**src/rtl/multicycle_controller.sv**
```systemverilog
// Multicycle RISC-V style control FSM with memory-wait timeout and sticky error states.
// Datapath selects are decoded from the registered state; PCWrite/IRWrite also follow MemReady/Zero.
module multicycle_controller #(
  parameter int unsigned MEM_TIMEOUT = 15
) (
  input  logic       clk,
  input  logic       rst,
  input  logic [6:0] Op,
  input  logic       Zero,
  input  logic       MemReady,
  output logic       MemReq,
  output logic       PCWrite,
  output logic       AdrSrc,
  output logic       IRWrite,
  output logic       MemWrite,
  output logic       RegWrite,
  output logic       Branch,
  output logic [1:0] ResultSrc,
  output logic [1:0] ALUSrcA,
  output logic [1:0] ALUSrcB,
  output logic [1:0] ALUOp,
  output logic       Illegal,
  output logic       Fault,
  output logic [3:0] State
);

  localparam int unsigned CW = (MEM_TIMEOUT < 1) ? 1 : $clog2(MEM_TIMEOUT + 1);
  localparam logic [CW-1:0] TIMEOUT_VAL = CW'(MEM_TIMEOUT);

  localparam logic [6:0] OP_LW  = 7'b0000011;
  localparam logic [6:0] OP_SW  = 7'b0100011;
  localparam logic [6:0] OP_R   = 7'b0110011;
  localparam logic [6:0] OP_I   = 7'b0010011;
  localparam logic [6:0] OP_BEQ = 7'b1100011;
  localparam logic [6:0] OP_JAL = 7'b1101111;

  typedef enum logic [3:0] {
    S_FETCH    = 4'd0,
    S_DECODE   = 4'd1,
    S_MEMADR   = 4'd2,
    S_MEMREAD  = 4'd3,
    S_MEMWB    = 4'd4,
    S_MEMWRITE = 4'd5,
    S_EXECR    = 4'd6,
    S_EXECI    = 4'd7,
    S_ALUWB    = 4'd8,
    S_BEQ      = 4'd9,
    S_JAL      = 4'd10,
    S_ILLEGAL  = 4'd11,
    S_FAULT    = 4'd12
  } state_t;

  state_t        state_q, state_d;
  logic [CW-1:0] wait_q, wait_d;
  logic          illegal_q, illegal_d;
  logic          fault_q, fault_d;
  logic          mem_state;

  always_comb begin
    state_d   = state_q;
    mem_state = 1'b0;
    case (state_q)
      S_FETCH: begin
        mem_state = 1'b1;
        if (MemReady) state_d = S_DECODE;
      end
      S_DECODE: begin
        case (Op)
          OP_LW, OP_SW: state_d = S_MEMADR;
          OP_R:         state_d = S_EXECR;
          OP_I:         state_d = S_EXECI;
          OP_BEQ:       state_d = S_BEQ;
          OP_JAL:       state_d = S_JAL;
          default:      state_d = S_ILLEGAL;
        endcase
      end
      S_MEMADR:  state_d = (Op == OP_LW) ? S_MEMREAD : S_MEMWRITE;
      S_MEMREAD: begin
        mem_state = 1'b1;
        if (MemReady) state_d = S_MEMWB;
      end
      S_MEMWB:   state_d = S_FETCH;
      S_MEMWRITE: begin
        mem_state = 1'b1;
        if (MemReady) state_d = S_FETCH;
      end
      S_EXECR, S_EXECI: state_d = S_ALUWB;
      S_ALUWB:   state_d = S_FETCH;
      S_BEQ:     state_d = S_FETCH;
      S_JAL:     state_d = S_ALUWB;
      S_ILLEGAL: state_d = S_ILLEGAL;
      S_FAULT:   state_d = S_FAULT;
      default:   state_d = S_FETCH;
    endcase

    // A completing access on the timeout cycle wins over the fault.
    if (mem_state && !MemReady && (wait_q == TIMEOUT_VAL)) state_d = S_FAULT;

    if ((state_d != state_q) || MemReady || !mem_state) wait_d = '0;
    else                                               wait_d = wait_q + CW'(1);

    illegal_d = (state_d == S_ILLEGAL);
    fault_d   = (state_d == S_FAULT);
  end

  always_ff @(posedge clk or posedge rst) begin
    if (rst) begin
      state_q   <= S_FETCH;
      wait_q    <= '0;
      illegal_q <= 1'b0;
      fault_q   <= 1'b0;
    end else begin
      state_q   <= state_d;
      wait_q    <= wait_d;
      illegal_q <= illegal_d;
      fault_q   <= fault_d;
    end
  end

  always_comb begin
    MemReq    = 1'b0;
    PCWrite   = 1'b0;
    AdrSrc    = 1'b0;
    IRWrite   = 1'b0;
    MemWrite  = 1'b0;
    RegWrite  = 1'b0;
    Branch    = 1'b0;
    ResultSrc = '0;
    ALUSrcA   = '0;
    ALUSrcB   = '0;
    ALUOp     = '0;
    case (state_q)
      S_FETCH: begin
        MemReq    = 1'b1;
        ALUSrcB   = 2'b10;
        ResultSrc = 2'b10;
        IRWrite   = MemReady;
        PCWrite   = MemReady;
      end
      S_DECODE: begin
        ALUSrcA = 2'b01;
        ALUSrcB = 2'b01;
      end
      S_MEMADR: begin
        ALUSrcA = 2'b10;
        ALUSrcB = 2'b01;
      end
      S_MEMREAD: begin
        MemReq = 1'b1;
        AdrSrc = 1'b1;
      end
      S_MEMWB: begin
        ResultSrc = 2'b01;
        RegWrite  = 1'b1;
      end
      S_MEMWRITE: begin
        MemReq   = 1'b1;
        AdrSrc   = 1'b1;
        MemWrite = 1'b1;
      end
      S_EXECR: begin
        ALUSrcA = 2'b10;
        ALUOp   = 2'b10;
      end
      S_EXECI: begin
        ALUSrcA = 2'b10;
        ALUSrcB = 2'b01;
        ALUOp   = 2'b10;
      end
      S_ALUWB: RegWrite = 1'b1;
      S_BEQ: begin
        ALUSrcA = 2'b10;
        ALUOp   = 2'b01;
        Branch  = 1'b1;
        PCWrite = Zero;
      end
      S_JAL: begin
        ALUSrcA = 2'b01;
        ALUSrcB = 2'b10;
        PCWrite = 1'b1;
      end
      default: ;
    endcase

    // Reset is applied combinationally so no write strobe escapes while it is held.
    if (rst) begin
      MemReq  = 1'b0;
      PCWrite = 1'b0;
      IRWrite = 1'b0;
    end
  end

  assign Illegal = illegal_q;
  assign Fault   = fault_q;
  assign State   = state_q;

endmodule

```
**config.mk**
```make
export PLATFORM = sky130hd
export DESIGN_NAME = multicycle_controller
export DESIGN_NICKNAME = d
export VERILOG_FILES = /design/src/rtl/multicycle_controller.sv
export SDC_FILE = /design/constraint.sdc
export NUM_CORES = 1
export LEC_CHECK = 0
export CAP_MARGIN = 20
export CORE_UTILIZATION = 38
export CTS_CLUSTER_SIZE = 16
export DETAILED_ROUTE_END_ITERATION = 8
export PLACE_DENSITY = 0.77
export SLEW_MARGIN = 5
export SYNTH_ARGS = -nofsm -noshare
export SYNTH_HDL_FRONTEND = slang
export SYNTH_SLANG_ARGS = --single-unit
```
**constraint.sdc**
```tcl
create_clock -name clk -period 2 [get_ports clk]
set_input_delay 0.4 -clock clk [delete_from_list [all_inputs] [get_ports clk]]
set_output_delay 0.4 -clock clk [all_outputs]
set_load 0.005 [all_outputs]
```
==> flow_summary.html, run 1 <==
<table>
<tr><th>Metric</th><th>Value</th></tr>
<tr><th colspan="2">Status</th></tr>
<tr><td>Result of the run</td><td>finished with violations</td></tr>
<tr><td>Violated checks</td><td>setup timing</td></tr>
<tr><th colspan="2">Clock network</th></tr>
<tr><td>Hold-fix buffer count after cts</td><td>0</td></tr>
<tr><td>Clock-pin slew on the worst setup and hold paths</td><td>60 ps</td></tr>
<tr><td>H-tree lvl count</td><td>1</td></tr>
<tr><td>Clock tree from TritonCTS</td><td>done</td></tr>
<tr><td>Number of buffers on the longest clock path</td><td>2</td></tr>
<tr><td>Number of sinks on the clock net</td><td>10</td></tr>
<tr><td>Num CTS Buffers</td><td>3</td></tr>
<tr><td>Worst skew pair latency</td><td>260 ps</td></tr>
<tr><td>Clock Root Buffer</td><td>sky130_fd_sc_hd__clkbuf_4</td></tr>
<tr><th colspan="2">Timing</th></tr>
<tr><td>Count of final hold-check violations</td><td>0</td></tr>
<tr><td>Final Setup Violations</td><td>1</td></tr>
<tr><td>Minimum hold slack</td><td>475 ps</td></tr>
<tr><td>Final count of pins violating max slew</td><td>0</td></tr>
<tr><td>Maximum achievable frequency</td><td>490 MHz</td></tr>
<tr><td>Period Utilization, post-route</td><td>102%</td></tr>
<tr><td>Worst-case headroom to the max-slew limit</td><td>71.1%</td></tr>
<tr><td>Final worst slack</td><td>-39.3 ps</td></tr>
<tr><td>Worst Tran Pin Value</td><td>433 ps</td></tr>
<tr><td>Time the final worst path needs with I/O delays and setup</td><td>2040 ps</td></tr>
<tr><td>Layout Skew</td><td>4.37 ps</td></tr>
<tr><th colspan="2">Power</th></tr>
<tr><td>Peak VDD IR</td><td>0.746 mV</td></tr>
<tr><td>Power density relative to cell area</td><td>1220 nW/µm²</td></tr>
<tr><td>Static leakage power</td><td>0.853 nW</td></tr>
<tr><td>Design Power</td><td>2.00 mW</td></tr>
<tr><th colspan="2">Finish</th></tr>
<tr><td>Final nets</td><td>194</td></tr>
<tr><td>ANT cells</td><td>0</td></tr>
<tr><td># fillers</td><td>152</td></tr>
<tr><td>Share of post-route cells with drive strength above 1</td><td>39.4%</td></tr>
<tr><td>Count of non-filler cells in the finished layout</td><td>208</td></tr>
<tr><td>Post-layout utilization of the core</td><td>75.1%</td></tr>
<tr><td>Signed area change from the synthesized netlist to the final layout</td><td>88.1%</td></tr>
<tr><th colspan="2">Route</th></tr>
<tr><td>DR DRC count</td><td>0</td></tr>
<tr><td>Detailed-route vias per instance</td><td>5.57</td></tr>
<tr><td>Routed via count</td><td>1,158</td></tr>
<tr><td>Number of DRC markers in iteration 0</td><td>65</td></tr>
<tr><td>Per-cell routed wire length</td><td>17.0 µm</td></tr>
<tr><td>Post-route ant nets</td><td>0</td></tr>
<tr><td>Routed WL</td><td>3530 µm</td></tr>
<tr><td>Iteration count of the initial detailed-routing pass</td><td>4</td></tr>
<tr><th colspan="2">Critical path</th></tr>
<tr><td>Required @ worst endpoint</td><td>1600 ps</td></tr>
<tr><td>Sort of element at the start of the critical path</td><td>flip-flop</td></tr>
<tr><td>Combined buffer and inverter count along the critical path</td><td>3</td></tr>
<tr><td>Signal arrival time at the worst endpoint</td><td>1640 ps</td></tr>
<tr><td>Element type at the critical path end</td><td>output port</td></tr>
<tr><td>Top fanout value on the critical path</td><td>8</td></tr>
<tr><td>Reg-to-reg critical path startpoint</td><td>State[2]</td></tr>
<tr><td>End of the worst register-to-register path</td><td>Illegal</td></tr>
<tr><td>Highest cell delay on the worst timing path</td><td>430 ps</td></tr>
<tr><td>Slowest stage cell on the critical path</td><td>sky130_fd_sc_hd__dfrtp_1</td></tr>
<tr><td>Critical path start-end classification</td><td>reg -&gt; out</td></tr>
<tr><td>Series of cell instances along the critical path</td><td>buf_6, buf_4, a21oi_1, a311oi_2, clkdlybuf4s15_1</td></tr>
<tr><td>Flop-to-flop setup slack</td><td>60 ps</td></tr>
<tr><td>Worst R2R Path Depth</td><td>7</td></tr>
<tr><td>Top delay family on crit path</td><td>buffers and inverters</td></tr>
<tr><th colspan="2">GRT</th></tr>
<tr><td>Maximum number of pins on one net before global-route repair</td><td>18</td></tr>
<tr><td>Number of antenna violations at the first check in global routing</td><td>0</td></tr>
<tr><td>Remaining global-route overflow</td><td>0</td></tr>
<tr><td>Total routing usage reported by global routing</td><td>24.4%</td></tr>
<tr><td>Vias in the first global route</td><td>1,064</td></tr>
<tr><td>Wire length of the first global-routing pass</td><td>4630 µm</td></tr>
<tr><th colspan="2">Run</th></tr>
<tr><td>Count of max-cap constraint violations</td><td>0</td></tr>
<tr><th colspan="2">Yosys</th></tr>
<tr><td>Post-Syn Area per Cell</td><td>7.88 µm²</td></tr>
<tr><td>Distinct cells, synth</td><td>46</td></tr>
<tr><td>EDFF count, synth</td><td>0</td></tr>
<tr><td>Synth warnings</td><td>0</td></tr>
<tr><td>Share of flip-flops with an asynchronous set or reset</td><td>100%</td></tr>
<tr><td>Top-count cell post-synth</td><td>sky130_fd_sc_hd__nor2_1</td></tr>
<tr><td>Area of the mapped netlist</td><td>875 µm²</td></tr>
<tr><td>Count of state elements after synthesis</td><td>10</td></tr>
<tr><td>Largest area contributor in the netlist</td><td>sky130_fd_sc_hd__dfrtp_1</td></tr>
<tr><td>Most used DFF post-synth</td><td>sky130_fd_sc_hd__dfrtp_1</td></tr>
<tr><td>Synthesized netlist net count</td><td>123</td></tr>
<tr><td>Cell types with the largest area share after synthesis</td><td>sky130_fd_sc_hd__dfrtp_1 (29%), sky130_fd_sc_hd__nor2_1 (6.4%), sky130_fd_sc_hd__nand2b_1 (4.3%)</td></tr>
<tr><td>Cell types with the highest counts after synthesis</td><td>sky130_fd_sc_hd__nor2_1 (15), sky130_fd_sc_hd__dfrtp_1 (10), sky130_fd_sc_hd__nand2_1 (6), sky130_fd_sc_hd__nand2b_1 (6)</td></tr>
<tr><td>Synth top area share</td><td>28.6%</td></tr>
<tr><td>Share of synthesized area occupied by flip-flops and latches</td><td>28.6%</td></tr>
<tr><td>Cell count after synthesis</td><td>111</td></tr>
<tr><th colspan="2">Floorplan</th></tr>
<tr><td>Core Region</td><td>2190 µm²</td></tr>
<tr><td>I/O pins</td><td>32</td></tr>
<tr><td>Die width</td><td>50.0 µm</td></tr>
<tr><td>Total number of placement rows</td><td>17</td></tr>
<tr><td>Die Ht</td><td>50.0 µm</td></tr>
<tr><td>Die area</td><td>2500 µm²</td></tr>
<tr><td>Initial cell density of the core</td><td>39.9%</td></tr>
<tr><th colspan="2">Place</th></tr>
<tr><td>Final weighted congestion in routability-driven placement</td><td>0.894</td></tr>
<tr><td>Number of I/O port buffers</td><td>31</td></tr>
<tr><td>DP Cell Count</td><td>190</td></tr>
<tr><td>Detailed placer's ending HPWL</td><td>2080 µm</td></tr>
<tr><th colspan="2">Worst hold path</th></tr>
<tr><td>Hold Path Depth</td><td>1</td></tr>
<tr><td>Worst hold path class</td><td>reg -&gt; reg</td></tr>
<tr><td>Launch point of the worst hold path</td><td>wait_q[0]</td></tr>
<tr><td>Hold Path Sink</td><td>wait_q[0]</td></tr>
</table>
## area by class of cell
type	count	area [µm²]	share of cell area, %
well taps	28	35.0	2.13
multi-input cells	88	659	40.1
flip-flops and latches	10	253	15.4
inverters	5	18.8	1.14
repair buffers	74	657	39.9
clock buffers	3	22.5	1.37
## worst max-delay path by stage
stage	startpoint	to	slack, ps	cells past startpoint
6_report	State[1]	ALUSrcB[0]	-40	5
4_1_cts	State[2]	MemReq	-170	6
3_3_place_gp	MemReady	PCWrite	-200	5
2_1_floorplan	Op[3]	Illegal	340	5
3_5_place_dp	Op[3]	Illegal	-250	6
5_1_grt	State[1]	ALUSrcB[0]	-90	5
## where the power goes
group | switching (mW) | internal [mW]
registers | 0.0651 | 0.252
clock network | 0.0619 | 0.0692
logic | 0.707 | 0.846
total | 0.834 | 1.17
## stage by stage
stage | setup TNS (ps) | cell area, µm² | worst slack, ps
final | -39.3 | 1650 | -39.3
after global routing | -168 | 1650 | -91.7
after CTS | -177 | 1470 | -172
after detailed placement | -1470 | 1380 | -252
after global placement | -1250 | 1380 | -196
after floorplan | 0 | 875 | 345
## registers in the layout (all words and copies together), names as in the netlist
| register | count |
|---|---|
| State | 4 |
| wait_q | 4 |
| Fault | 1 |
| Illegal | 1 |
## placed cells by master (no fill, tap or decap), types with 2 or more instances in the layout
cell                               n
sky130_fd_sc_hd__and3_1            2
sky130_fd_sc_hd__clkbuf_4          3
sky130_fd_sc_hd__buf_4            41
sky130_fd_sc_hd__nand2b_4          3
sky130_fd_sc_hd__clkdlybuf4s15_1   2
sky130_fd_sc_hd__nor2_1           11
sky130_fd_sc_hd__buf_6             2
sky130_fd_sc_hd__nor2_4            2
sky130_fd_sc_hd__nand3_1           5
sky130_fd_sc_hd__nand2b_1          3
sky130_fd_sc_hd__nor2_2            2
sky130_fd_sc_hd__clkdlybuf4s50_1   9
sky130_fd_sc_hd__nor3_1            4
sky130_fd_sc_hd__dlygate4sd2_1     9
sky130_fd_sc_hd__a21oi_1           4
sky130_fd_sc_hd__o31ai_1           3
sky130_fd_sc_hd__nand2_2           2
sky130_fd_sc_hd__xnor2_1           2
sky130_fd_sc_hd__dlymetal6s2s_1    9
sky130_fd_sc_hd__inv_1             4
sky130_fd_sc_hd__or2_4             2
sky130_fd_sc_hd__o21bai_1          2
sky130_fd_sc_hd__nand3b_1          2
sky130_fd_sc_hd__dfrtp_2           2
sky130_fd_sc_hd__nand2_1           5
sky130_fd_sc_hd__or3_1             2
sky130_fd_sc_hd__nor2b_1           4
sky130_fd_sc_hd__dfrtp_1           8
## logic make-up after synthesis
group / count (synthesis) / share of synthesized area [%]
xor gates and xnor gates: 3 / 3.00
adders and majority gates: 1 / 1.43
buffers and inverters: 13 / 8.15
DFF: 10 / 28.6
AOI/OAI and AO/OA: 25 / 21.2
muxes: 1 / 1.14
and+or+nand+nor: 58 / 36.5
## timing repair
item	4_1_cts	5_1_grt
setup buffers	4	11
gates resized for setup	32	26
pin swaps	0	10
endpoints found under the hold margin	0	0
endpoints found under the setup margin	15	11
## layer usage
layer | vias to the layer above | wire length, µm | global-route usage (%)
li1 | 545 | - | -
met5 | - | 0 | 0
met4 | 0 | 80 | 7.62
met1 | 554 | 1380 | 29.4
met2 | 51 | 1870 | 43.7
met3 | 8 | 200 | 4.01
Power figures use the tool's default switching activity.
==> run 2: changes to the inputs <==
SLEW_MARGIN = unset   (was 5)
==> results of run 2 <==
No change in the layout: final DEF, timing and power equal those of run 1.
